<file path="src/rtl/alu_share_arbiter_pkg.sv">
// Shared ALU definitions for the ALU-sharing arbiter and the ALU itself.
// Contents: ALU op codes, arbiter FSM state type, legal-op check.
package alu_share_arbiter_pkg;

  localparam logic [2:0] OP_AND = 3'b000;
  localparam logic [2:0] OP_OR  = 3'b001;
  localparam logic [2:0] OP_ADD = 3'b010;
  localparam logic [2:0] OP_SUB = 3'b110;
  localparam logic [2:0] OP_SLT = 3'b111;

  typedef enum logic [1:0] {
    ST_IDLE = 2'b00,
    ST_EXEC = 2'b01,
    ST_DONE = 2'b10
  } state_t;

  function automatic logic is_legal_op(input logic [2:0] op);
    case (op)
      OP_AND, OP_OR, OP_ADD, OP_SUB, OP_SLT: is_legal_op = 1'b1;
      default:                               is_legal_op = 1'b0;
    endcase
  endfunction

endpackage

</file>
<file path="src/rtl/alu_share_arbiter_alu.sv">
// ALU: combinational 32-bit ALU shared by the arbiter.
// Ports:
//   op     - operation code (AND, OR, ADD, SUB, signed SLT)
//   a, b   - operands
//   result - operation result; 0 for illegal op codes
//   zero   - high when result is all zeros
module ALU
  import alu_share_arbiter_pkg::*;
#(
  parameter int WIDTH = 32
) (
  input  logic [2:0]       op,
  input  logic [WIDTH-1:0] a,
  input  logic [WIDTH-1:0] b,
  output logic [WIDTH-1:0] result,
  output logic             zero
);

  always_comb begin
    result = '0;
    case (op)
      OP_AND: result = a & b;
      OP_OR:  result = a | b;
      OP_ADD: result = a + b;
      OP_SUB: result = a - b;
      OP_SLT: result = {{(WIDTH-1){1'b0}}, ($signed(a) < $signed(b))};
      default: result = '0;
    endcase
  end

  assign zero = (result == '0);

endmodule

</file>
<file path="src/rtl/alu_share_arbiter.sv">
// alu_share_arbiter: shares one ALU between two requesters with round-robin
// priority. A grant captures the operands, the ALU runs for one cycle, then a
// registered result/zero/err is presented with a one-cycle done pulse.
// Ports:
//   clk, rst          - clock, asynchronous active-high reset
//   req0/req1         - requests, held until granted
//   op0/op1, a*/b*    - per-requester op code and operands
//   gnt0/gnt1         - combinational accept, only in IDLE
//   done0/done1       - one-cycle completion pulse for the served requester
//   result, zero, err - registered ALU outputs, held until the next EXEC
//   busy              - high whenever the arbiter is not IDLE
module alu_share_arbiter
  import alu_share_arbiter_pkg::*;
#(
  parameter int WIDTH = 32
) (
  input  logic             clk,
  input  logic             rst,
  input  logic             req0,
  input  logic             req1,
  input  logic [2:0]       op0,
  input  logic [2:0]       op1,
  input  logic [WIDTH-1:0] a0,
  input  logic [WIDTH-1:0] b0,
  input  logic [WIDTH-1:0] a1,
  input  logic [WIDTH-1:0] b1,
  output logic             gnt0,
  output logic             gnt1,
  output logic             done0,
  output logic             done1,
  output logic [WIDTH-1:0] result,
  output logic             zero,
  output logic             err,
  output logic             busy
);

  state_t           state;
  logic             last_id;
  logic             id_r;
  logic [2:0]       op_r;
  logic [WIDTH-1:0] a_r;
  logic [WIDTH-1:0] b_r;
  logic [WIDTH-1:0] alu_result;
  logic             alu_zero;
  logic             pick1;
  logic             idle;

  // Requester 1 wins when alone, or when both ask and 0 was served last.
  assign pick1 = req1 & (~req0 | ~last_id);
  // Reset gates the grants since the state decode alone reads as IDLE.
  assign idle  = (state == ST_IDLE) & ~rst;
  assign gnt1  = idle & pick1;
  assign gnt0  = idle & req0 & ~pick1;
  assign busy  = (state != ST_IDLE);

  ALU #(.WIDTH(WIDTH)) u_alu (
    .op     (op_r),
    .a      (a_r),
    .b      (b_r),
    .result (alu_result),
    .zero   (alu_zero)
  );

  always_ff @(posedge clk or posedge rst) begin
    if (rst) begin
      state   <= ST_IDLE;
      last_id <= 1'b1;
      id_r    <= 1'b0;
      op_r    <= '0;
      a_r     <= '0;
      b_r     <= '0;
      result  <= '0;
      zero    <= 1'b0;
      err     <= 1'b0;
      done0   <= 1'b0;
      done1   <= 1'b0;
    end else begin
      done0 <= 1'b0;
      done1 <= 1'b0;
      case (state)
        ST_IDLE: begin
          if (gnt0 | gnt1) begin
            op_r    <= gnt1 ? op1 : op0;
            a_r     <= gnt1 ? a1 : a0;
            b_r     <= gnt1 ? b1 : b0;
            id_r    <= gnt1;
            last_id <= gnt1;
            state   <= ST_EXEC;
          end
        end
        ST_EXEC: begin
          result <= alu_result;
          zero   <= alu_zero;
          err    <= ~is_legal_op(op_r);
          // Registered here so the pulse coincides exactly with DONE.
          done0  <= ~id_r;
          done1  <= id_r;
          state  <= ST_DONE;
        end
        ST_DONE: state <= ST_IDLE;
        default: state <= ST_IDLE;
      endcase
    end
  end

endmodule

</file>
<file path="config.mk">
export PLATFORM = sky130hd
export DESIGN_NAME = alu_share_arbiter
export DESIGN_NICKNAME = d
export VERILOG_FILES = /design/src/rtl/alu_share_arbiter_pkg.sv /design/src/rtl/alu_share_arbiter_alu.sv /design/src/rtl/alu_share_arbiter.sv
export SDC_FILE = /design/constraint.sdc
export NUM_CORES = 1
export LEC_CHECK = 0
export CAP_MARGIN = 5
export CORE_MARGIN = 1
export CORE_UTILIZATION = 40
export CTS_BUF_LIST = sky130_fd_sc_hd__clkbuf_16
export CTS_CLUSTER_DIAMETER = 100
export DETAILED_ROUTE_END_ITERATION = 12
export PLACE_DENSITY = 0.6
export SKIP_CTS_REPAIR_TIMING = 1
export SLEW_MARGIN = 20
export SYNTH_ARGS = -nofsm -noshare
export SYNTH_HDL_FRONTEND = slang
export SYNTH_SLANG_ARGS = --single-unit
</file>
<file path="constraint.sdc">
create_clock -name clk -period 5.1 [get_ports clk]
set_input_delay 1.02 -clock clk [delete_from_list [all_inputs] [get_ports clk]]
set_output_delay 1.02 -clock clk [all_outputs]
set_load 0.01 [all_outputs]
</file>
# Yosys cells after proc, flatten, opt, wreduce, memory -nomap -nowiden
# Cells that the tools add are included.
# W data, S select, Z words.
[word_totals]
wordCells = 51
input_bits = 138
register_bits = 107
[op_classes]
n_lt_le_gt_ge = 1
eq_ne = 6
muxes = 10
bitwise_logic = 15
add_sub_neg = 2
reduce_logical = 6
[op_table]
columns = ["cell", "count"]
rows = [
  ["$pmux W32 S5", 1],
  ["$mux W32", 2],
  ["$add A32 B32 Y32", 1],
  ["$and A32 B32 Y32", 1],
  ["$logic_not A32 Y1", 1],
  ["$lt A32 B32 Y1", 1],
  ["$or A32 B32 Y32", 1],
  ["$sub A32 B32 Y32", 1],
  ["$eq A3 B3 Y1 const B", 2],
  ["$not A1 Y1", 6],
  ["$and A1 B1 Y1", 5],
  ["$reduce_or A5 Y1", 1],
  ["$mux W1", 4],
  ["$pmux W2 S2", 1],
  ["$eq A3 B1 Y1 const B", 1],
  ["$eq A3 B2 Y1 const B", 1],
  ["$logic_not A3 Y1", 1],
  ["$mux W3", 1],
  ["$eq A2 B1 Y1 const B", 1],
  ["$logic_not A2 Y1", 1],
  ["$mux W2", 1],
  ["$ne A2 B1 Y1 const B", 1],
  ["$or A1 B1 Y1", 2],
  ["$reduce_and A2 Y1", 1],
  ["$reduce_bool A2 Y1", 1],
]

# Depth between registers and ports, before layout
# Gate-level depths: netlist of run 1.
[logic_depth]
ltp_word = 8
ltp_mapped = 16
ltp_nobuf = 15

# Cells and area by module
# Synthesis of run 1 repeated with hierarchy kept, for this count alone.
[unflattened]
cells_unflattened = 1353
hier_area_um2 = 10306.1
[by_module_without_submodules]
columns = ["mod", "cells_per_inst", "area_each_um2", "instances"]
rows = [
  ["ALU", 797, 5338.9, 1],
  ["alu_share_arbiter", 556, 4967.3, 1],
]

# Worst setup path before layout of run 1
# Ideal clock, no wire load.
[synth_timing]
kind = "register to register"
start = "reg b_r[0]"
end = "reg zero"
setup_ps = 68
required_ps = 5032
setup_slack_ps = 1450
path_stages_with_launch = 15
t_arrival_ps = 3582
cell_sequence = "dfrtp_1 -> ha_1 -> fa_1 -> a211o_1 -> a21o_1 -> a211oi_1 -> a21oi_1 -> xnor2_1 -> a221oi_1 -> nand4_1 -> or4b_1 -> nor4_1 -> nand4_1 -> nor4_1 -> a32o_1"
[synth_via]
elab_chain_len = 3
[synth_lines]
columns = ["item", "line", "text"]
rows = [
  ["from (decl)", "alu_share_arbiter.sv:42", "logic [WIDTH-1:0] b_r;"],
  ["from (signal assigned)", "alu_share_arbiter.sv:85", "b_r <= gnt1 ? b1 : b0;"],
  ["$sub A32 B32 Y32, or another cell as far along", "alu_share_arbiter_alu.sv:25", "OP_SUB: result = a - b;"],
  ["$pmux W32 S5 *", "alu_share_arbiter_alu.sv:21", "case (op)"],
  ["$logic_not A32 Y1 *", "alu_share_arbiter_alu.sv:31", "assign zero = (result == '0);"],
  ["to (signal assigned)", "alu_share_arbiter.sv:93", "zero <= alu_zero;"],
  ["to (decl)", "alu_share_arbiter.sv:32", "output logic zero,"],
]
# Every way passes the cells marked *; elsewhere a longest branch is shown, timed or not.
# A chain may end at the register's enable or synchronous reset.

# Final worst setup path of run 1
[layout_timing]
start = "reg a_r[0]"
end = "reg zero"
[layout_via]
elab_chain_len = 3
[layout_lines]
columns = ["item", "line", "text"]
rows = [
  ["from (decl)", "alu_share_arbiter.sv:41", "logic [WIDTH-1:0] a_r;"],
  ["from (signal assigned)", "alu_share_arbiter.sv:84", "a_r <= gnt1 ? a1 : a0;"],
  ["$sub A32 B32 Y32, or another cell as far along", "alu_share_arbiter_alu.sv:25", ""],
  ["$pmux W32 S5 *", "alu_share_arbiter_alu.sv:21", ""],
  ["$logic_not A32 Y1 *", "alu_share_arbiter_alu.sv:31", ""],
]
# Marks and branches as above.

==> flow_metrics.tcl, run 1 <==
set metrics [dict create \
    area_growth_pct 24.3 \
    syn_area_um2 9300 \
    drv_cap 0 \
    fin_setup_tns_ns 0 \
    max_slew_margin 0.420 \
    drtPass1Iterations 5 \
    die_area_um2 23900 \
    grt_pass1_wl_mm 48.7 \
    netlist_instances 1221 \
    grt_overflow_total 0 \
    synth_seq_cells 107 \
    cts_tree "built" \
    antenna_found_initial 0 \
    vias 9227 \
    nFillCells 2267 \
    synth-async-reset-ratio 1.00 \
    drt_iter0_drc 561 \
    initial_core_util 0.409 \
    rsz0062_at_grt "false" \
    fmax_mhz 224 \
    port_buffers 176 \
    worstPathArrival_ns 4.77 \
    cts_sinks 107 \
    grt_pass1_vias 8738 \
    root_buffer "clkbuf_16" \
    drive_gt1_frac 0.0428 \
    wl_mm 30.9 \
    period_share 0.876 \
    clk_latency_ns 0.37 \
    via_per_inst 5.62 \
    drv_slew 0 \
    final_nets 1590 \
    synth-edff-count 0 \
    synth_top_area_cell "dfrtp_1" \
    start_kind "flop" \
    die_x_um 154 \
    io_pins 177 \
    leakagePower_nw 5.19 \
    antennaDiodeCount 0 \
    coreArea_um2 22700 \
    hold_slack_ns 0.435 \
    final_core_util 0.509 \
    worstPathRequired_ns 5.41 \
    synth_area_per_cell_um2 7.62 \
    hold_viol_final 0 \
    gp_congestion 0.975 \
    synth_area_leaders "dfrtp_1 29%, ha_1 13%, nand2_1 8.6%" \
    die_h_um 154 \
    p_per_area_nw_per_um2 492 \
    grt_max_degree 101 \
    path_clk_slew_ns 0.09 \
    numCtsBuffers 9 \
    avgRoutedWirePerCell_um 18.8 \
    synthFlopType "dfrtp_1" \
    skew_ns 0.0169 \
    synth_cell_type_count 81 \
    cts_max_path_buffers 2 \
    path_class "flop to flop" \
    outcome "finished clean" \
    rows 55 \
    path_max_fanout 4 \
    min_path_type "flop to flop" \
    fin_ws_ns 0.632 \
    ir_worst_vdd_uv 162 \
    dpl.hpwl_mm 23.8 \
    ys_seq_area_frac 0.288 \
    htreeDepth 3 \
    grtUsageTotal 0.263 \
    synth_top_area_share 0.285 \
    drtAntennaViolNets 0 \
    finalSetupViolations 0 \
    yosysWarnings 0 \
    min_period_ns 4.47 \
    syn_nets 1460 \
    crit_path_end_kind "flop" \
    drc_errors 0 \
    place_ws_ns 0.646 \
    tightest_slew_ns 0.867 \
]
==> report_power, final <==
| group | leakage (nW) | total [mW] | switching, mW | internal (mW) |
|---|---|---|---|---|
| logic | 3.79 | 3.61 | 2.11 | 1.49 |
| registers | 1.26 | 1.36 | 0.262 | 1.10 |
| clock network | 0.144 | 0.724 | 0.378 | 0.346 |
==> cells by family after synthesis <==
family                   count (synthesis)  synth area share
buffers and inverters                  176            0.0756
multiplexers                             5           0.00538
AO/OA/AOI/OAI                          357             0.258
AND/OR/NAND/NOR                        446             0.208
flip-flops                             107             0.288
adder cells (fa/ha/maj)                101             0.138
XOR/XNOR                                29            0.0273
==> cells in the final DEF (no fill, tap or decap), drive strengths merged, types with 16 or more instances in the layout <==
| master | netlist | final |
|---|---|---|
| nand3 | 17 | 17 |
| a21oi | 75 | 75 |
| nand2 | 213 | 213 |
| clkdlybuf4s50 | 0 | 176 |
| a211oi | 16 | 16 |
| xnor2 | 26 | 26 |
| inv | 99 | 103 |
| o21ai | 51 | 51 |
| nor2 | 137 | 137 |
| ha | 99 | 99 |
| buf | 19 | 20 |
| dfrtp | 106 | 106 |
| a31oi | 82 | 82 |
==> registers in the layout (all words and copies together) (netlist names) <==
register  flops
state         2
result       32
err           1
done0         1
zero          1
a_r          32
done1         1
op_r          3
last_id       1
b_r          32
id_r          1
==> final cells by class <==
cell class	count	area (um^2)	share of cell area
Clock inverter	7	68.8	0.00595
Timing Repair Buffer	196	1920	0.166
Clock buffer	9	225	0.0195
Sequential cell	107	2680	0.232
Tap cell	285	357	0.0308
Inverter	99	377	0.0326
Multi-Input combinational cell	938	5930	0.513
==> per-layer routing <==
metal	track usage	up-vias	routed length, um
li1	-	4548	-
met1	0.411	4325	16100
met2	0.375	333	12500
met3	0.0367	21	1920
met4	0.0589	0	372
met5	0	-	0
==> cell usage after synthesis (all sizes together) (7+ instances only) <==
master,instances
nand3,17
dfrtp,106
nor3,14
nor2,137
buf,19
a211oi,16
a21o,12
inv,99
nor2b,14
clkbuf,58
o211ai,11
o31ai,8
o221ai,11
nand4,10
nand2b,11
a21oi,75
a31oi,82
xnor2,26
o21a,7
ha,99
a2111oi,8
a221oi,11
o21ai,51
o21bai,14
a22o,7
nand2,213
==> metrics by stage <==
step                      cell area [um^2]  power (mW)  cells
final                                11600        5.69   1641
after global routing                 11600        6.11   1641
after CTS                            11600        5.65   1641
after detailed placement             11300        4.91   1625
after global placement               11300        4.92   1625
after floorplan                       9300        3.75   1221
==> path summary, 6_finish.rpt <==
check                             from        end  slack [ns]  depth (start not counted)
worst max-delay path            a_r[0]       zero        0.63                         16
worst min-delay path              id_r      done0        0.44                          1
worst max register to register  a_r[0]       zero        0.63                         16
worst min register to register    id_r      done0        0.44                          1
max in group asynchronous          rst  result[3]        3.02                          3
min in group asynchronous          rst     a_r[8]        1.24                          2
==> critical path: stages, from the launching register on <==
cell       delay (ns)
dfrtp_1          0.39
inv_1            0.08
ha_1             0.24
fa_1             0.41
o21bai_1         0.32
a2111oi_2        0.15
o211ai_1         0.27
a21oi_1          0.19
o41ai_1          0.59
a21oi_1          0.18
xnor2_1          0.16
o221ai_1         0.15
a2111oi_0        0.38
buf_4            0.19
nand4_1          0.09
nor4_1           0.40
a32o_1           0.23
No activity file was read; power rests on OpenSTA's default activity.
==> run 2: changes to the inputs <==
- CELL_PAD_IN_SITES_DETAIL_PLACEMENT: unset -> 0
- CELL_PAD_IN_SITES_GLOBAL_PLACEMENT: unset -> 1
- CORE_UTILIZATION: 40 -> 39
- PLACE_DENSITY: 0.6 -> 0.78
==> flow_metrics.tcl, run 2 (synthesis gave the netlist of run 1 again) <==
set metrics [dict create \
    max_slew_margin 0.390 \
    worstPathArrival_ns 4.65 \
    fmax_mhz 230 \
    hold_slack_ns 0.421 \
    avgRoutedWirePerCell_um 18.3 \
    die_x_um 156 \
    drtAntennaViolNets 0 \
    htreeDepth 3 \
    final_core_util 0.496 \
    path_class "flop to flop" \
    start_kind "flop" \
    leakagePower_nw 5.19 \
    min_period_ns 4.35 \
    port_buffers 176 \
    hold_viol_final 0 \
    antennaDiodeCount 0 \
    ir_worst_vdd_uv 194 \
    drc_errors 0 \
    gp_congestion 0.946 \
    layout.cells.most_common_list "213 x nand2_1, 176 x clkdlybuf4s50_1, 137 x nor2_1" \
    cts_max_path_buffers 2 \
    numCtsBuffers 9 \
    worstPathRequired_ns 5.40 \
    reg.largest.list "a_r: 32 flops, b_r: 32 flops, result: 32 flops" \
    final_nets 1586 \
    cts_tree "built" \
    fin_ws_ns 0.755 \
    p_per_area_nw_per_um2 494 \
    path_clk_slew_ns 0.08 \
    drtPass1Iterations 5 \
    coreArea_um2 23400 \
    path_cells "ha_1, fa_1, a211o_1, a21o_1, a211oi_1, a21oi_1, xnor2_1, a221oi_1, nand4_1, or4b_1, nor4_1, nand4_1, nor4_1, a32o_1" \
    ff2ff_path_depth 14 \
    wl_mm 30.6 \
    slowest_stage "or4b_1" \
    drv_slew 0 \
    max_stage_delay_ns 0.58 \
    clk_latency_ns 0.36 \
    vias 9217 \
    placed_cell_area_um2 11300 \
    die_area_um2 24500 \
    rows 56 \
    dp_cells 1655 \
    io_pins 177 \
    grt_max_degree 103 \
    outcome "finished clean" \
    path_max_fanout 4 \
    rsz0062_at_grt "false" \
    grt_pass1_vias 8652 \
    finalInstanceArea_um2 11600 \
    die_h_um 156 \
    power_mw 5.74 \
    via_per_inst 5.52 \
    finalSetupViolations 0 \
    place_ws_ns 0.791 \
    cts_sinks 107 \
    drv_cap 0 \
    period_share 0.852 \
    antenna_found_initial 0 \
    area_growth_pct 24.9 \
    root_buffer "clkbuf_16" \
    crit_path_end_kind "flop" \
    initial_core_util 0.397 \
    dpl.hpwl_mm 23.7 \
    tightest_slew_ns 0.911 \
    skew_ns 0.0116 \
    grt_pass1_wl_mm 48.6 \
    drt_iter0_drc 711 \
    final_cells 1671 \
    final_common_cell "nand2_1" \
    holdPathStages 1 \
    grtUsageTotal 0.256 \
    drive_gt1_frac 0.0407 \
    grt_overflow_total 0 \
    fin_setup_tns_ns 0 \
    min_path_type "flop to flop" \
]
[run 2: cell type report]
type | instances | area, um^2
Timing Repair Buffer | 192 | 1890
Sequential cell | 107 | 2680
Multi-Input combinational cell | 938 | 5930
Inverter | 99 | 374
Clock buffer | 9 | 225
Fill cell | 2375 | 11800
Tap cell | 319 | 399
Clock inverter | 7 | 108
[run 2: path summary, 6_finish.rpt]
| path | endpoint | slack (ns) | startpoint |
|---|---|---|---|
| max | zero | 0.75 | b_r[0] |
| max reg2reg | zero | 0.75 | b_r[0] |
| min reg2reg | done0 | 0.42 | id_r |
| min in group asynchronous | op_r[1] | 1.21 | rst |
| min | done0 | 0.42 | id_r |
| max in group asynchronous | result[14] | 2.99 | rst |
[run 2: power by group]
| group | switching, mW | leakage [nW] | internal, mW | total [mW] |
|---|---|---|---|---|
| Combinational | 2.11 | 3.77 | 1.47 | 3.58 |
| Clock | 0.366 | 0.160 | 0.441 | 0.808 |
| Sequential | 0.254 | 1.26 | 1.10 | 1.35 |
[run 2: routing by layer]
layer | wire length, um | part of all wire | track usage | vias up
met5 | 0 | 0 | 0 | -
met4 | 369 | 0.012 | 0.0593 | 0
met3 | 2230 | 0.073 | 0.0390 | 27
met2 | 12600 | 0.41 | 0.370 | 343
met1 | 15500 | 0.50 | 0.393 | 4327
li1 | - | - | - | 4520
[run 2: critical path, delay by kind of cell (launching register included)]
kind / cells / cell delay, ns
xor+xnor: 1 / 0.12
fa+ha+maj: 2 / 0.71
flops: 1 / 0.42
compound gates: 6 / 1.52
simple gates: 5 / 1.51
==> run 3: changes to the inputs <==
- SKIP_CTS_REPAIR_TIMING: 1 -> unset
==> results of run 3 <==
Final layout, timing and power as in run 2 (identical DEF).
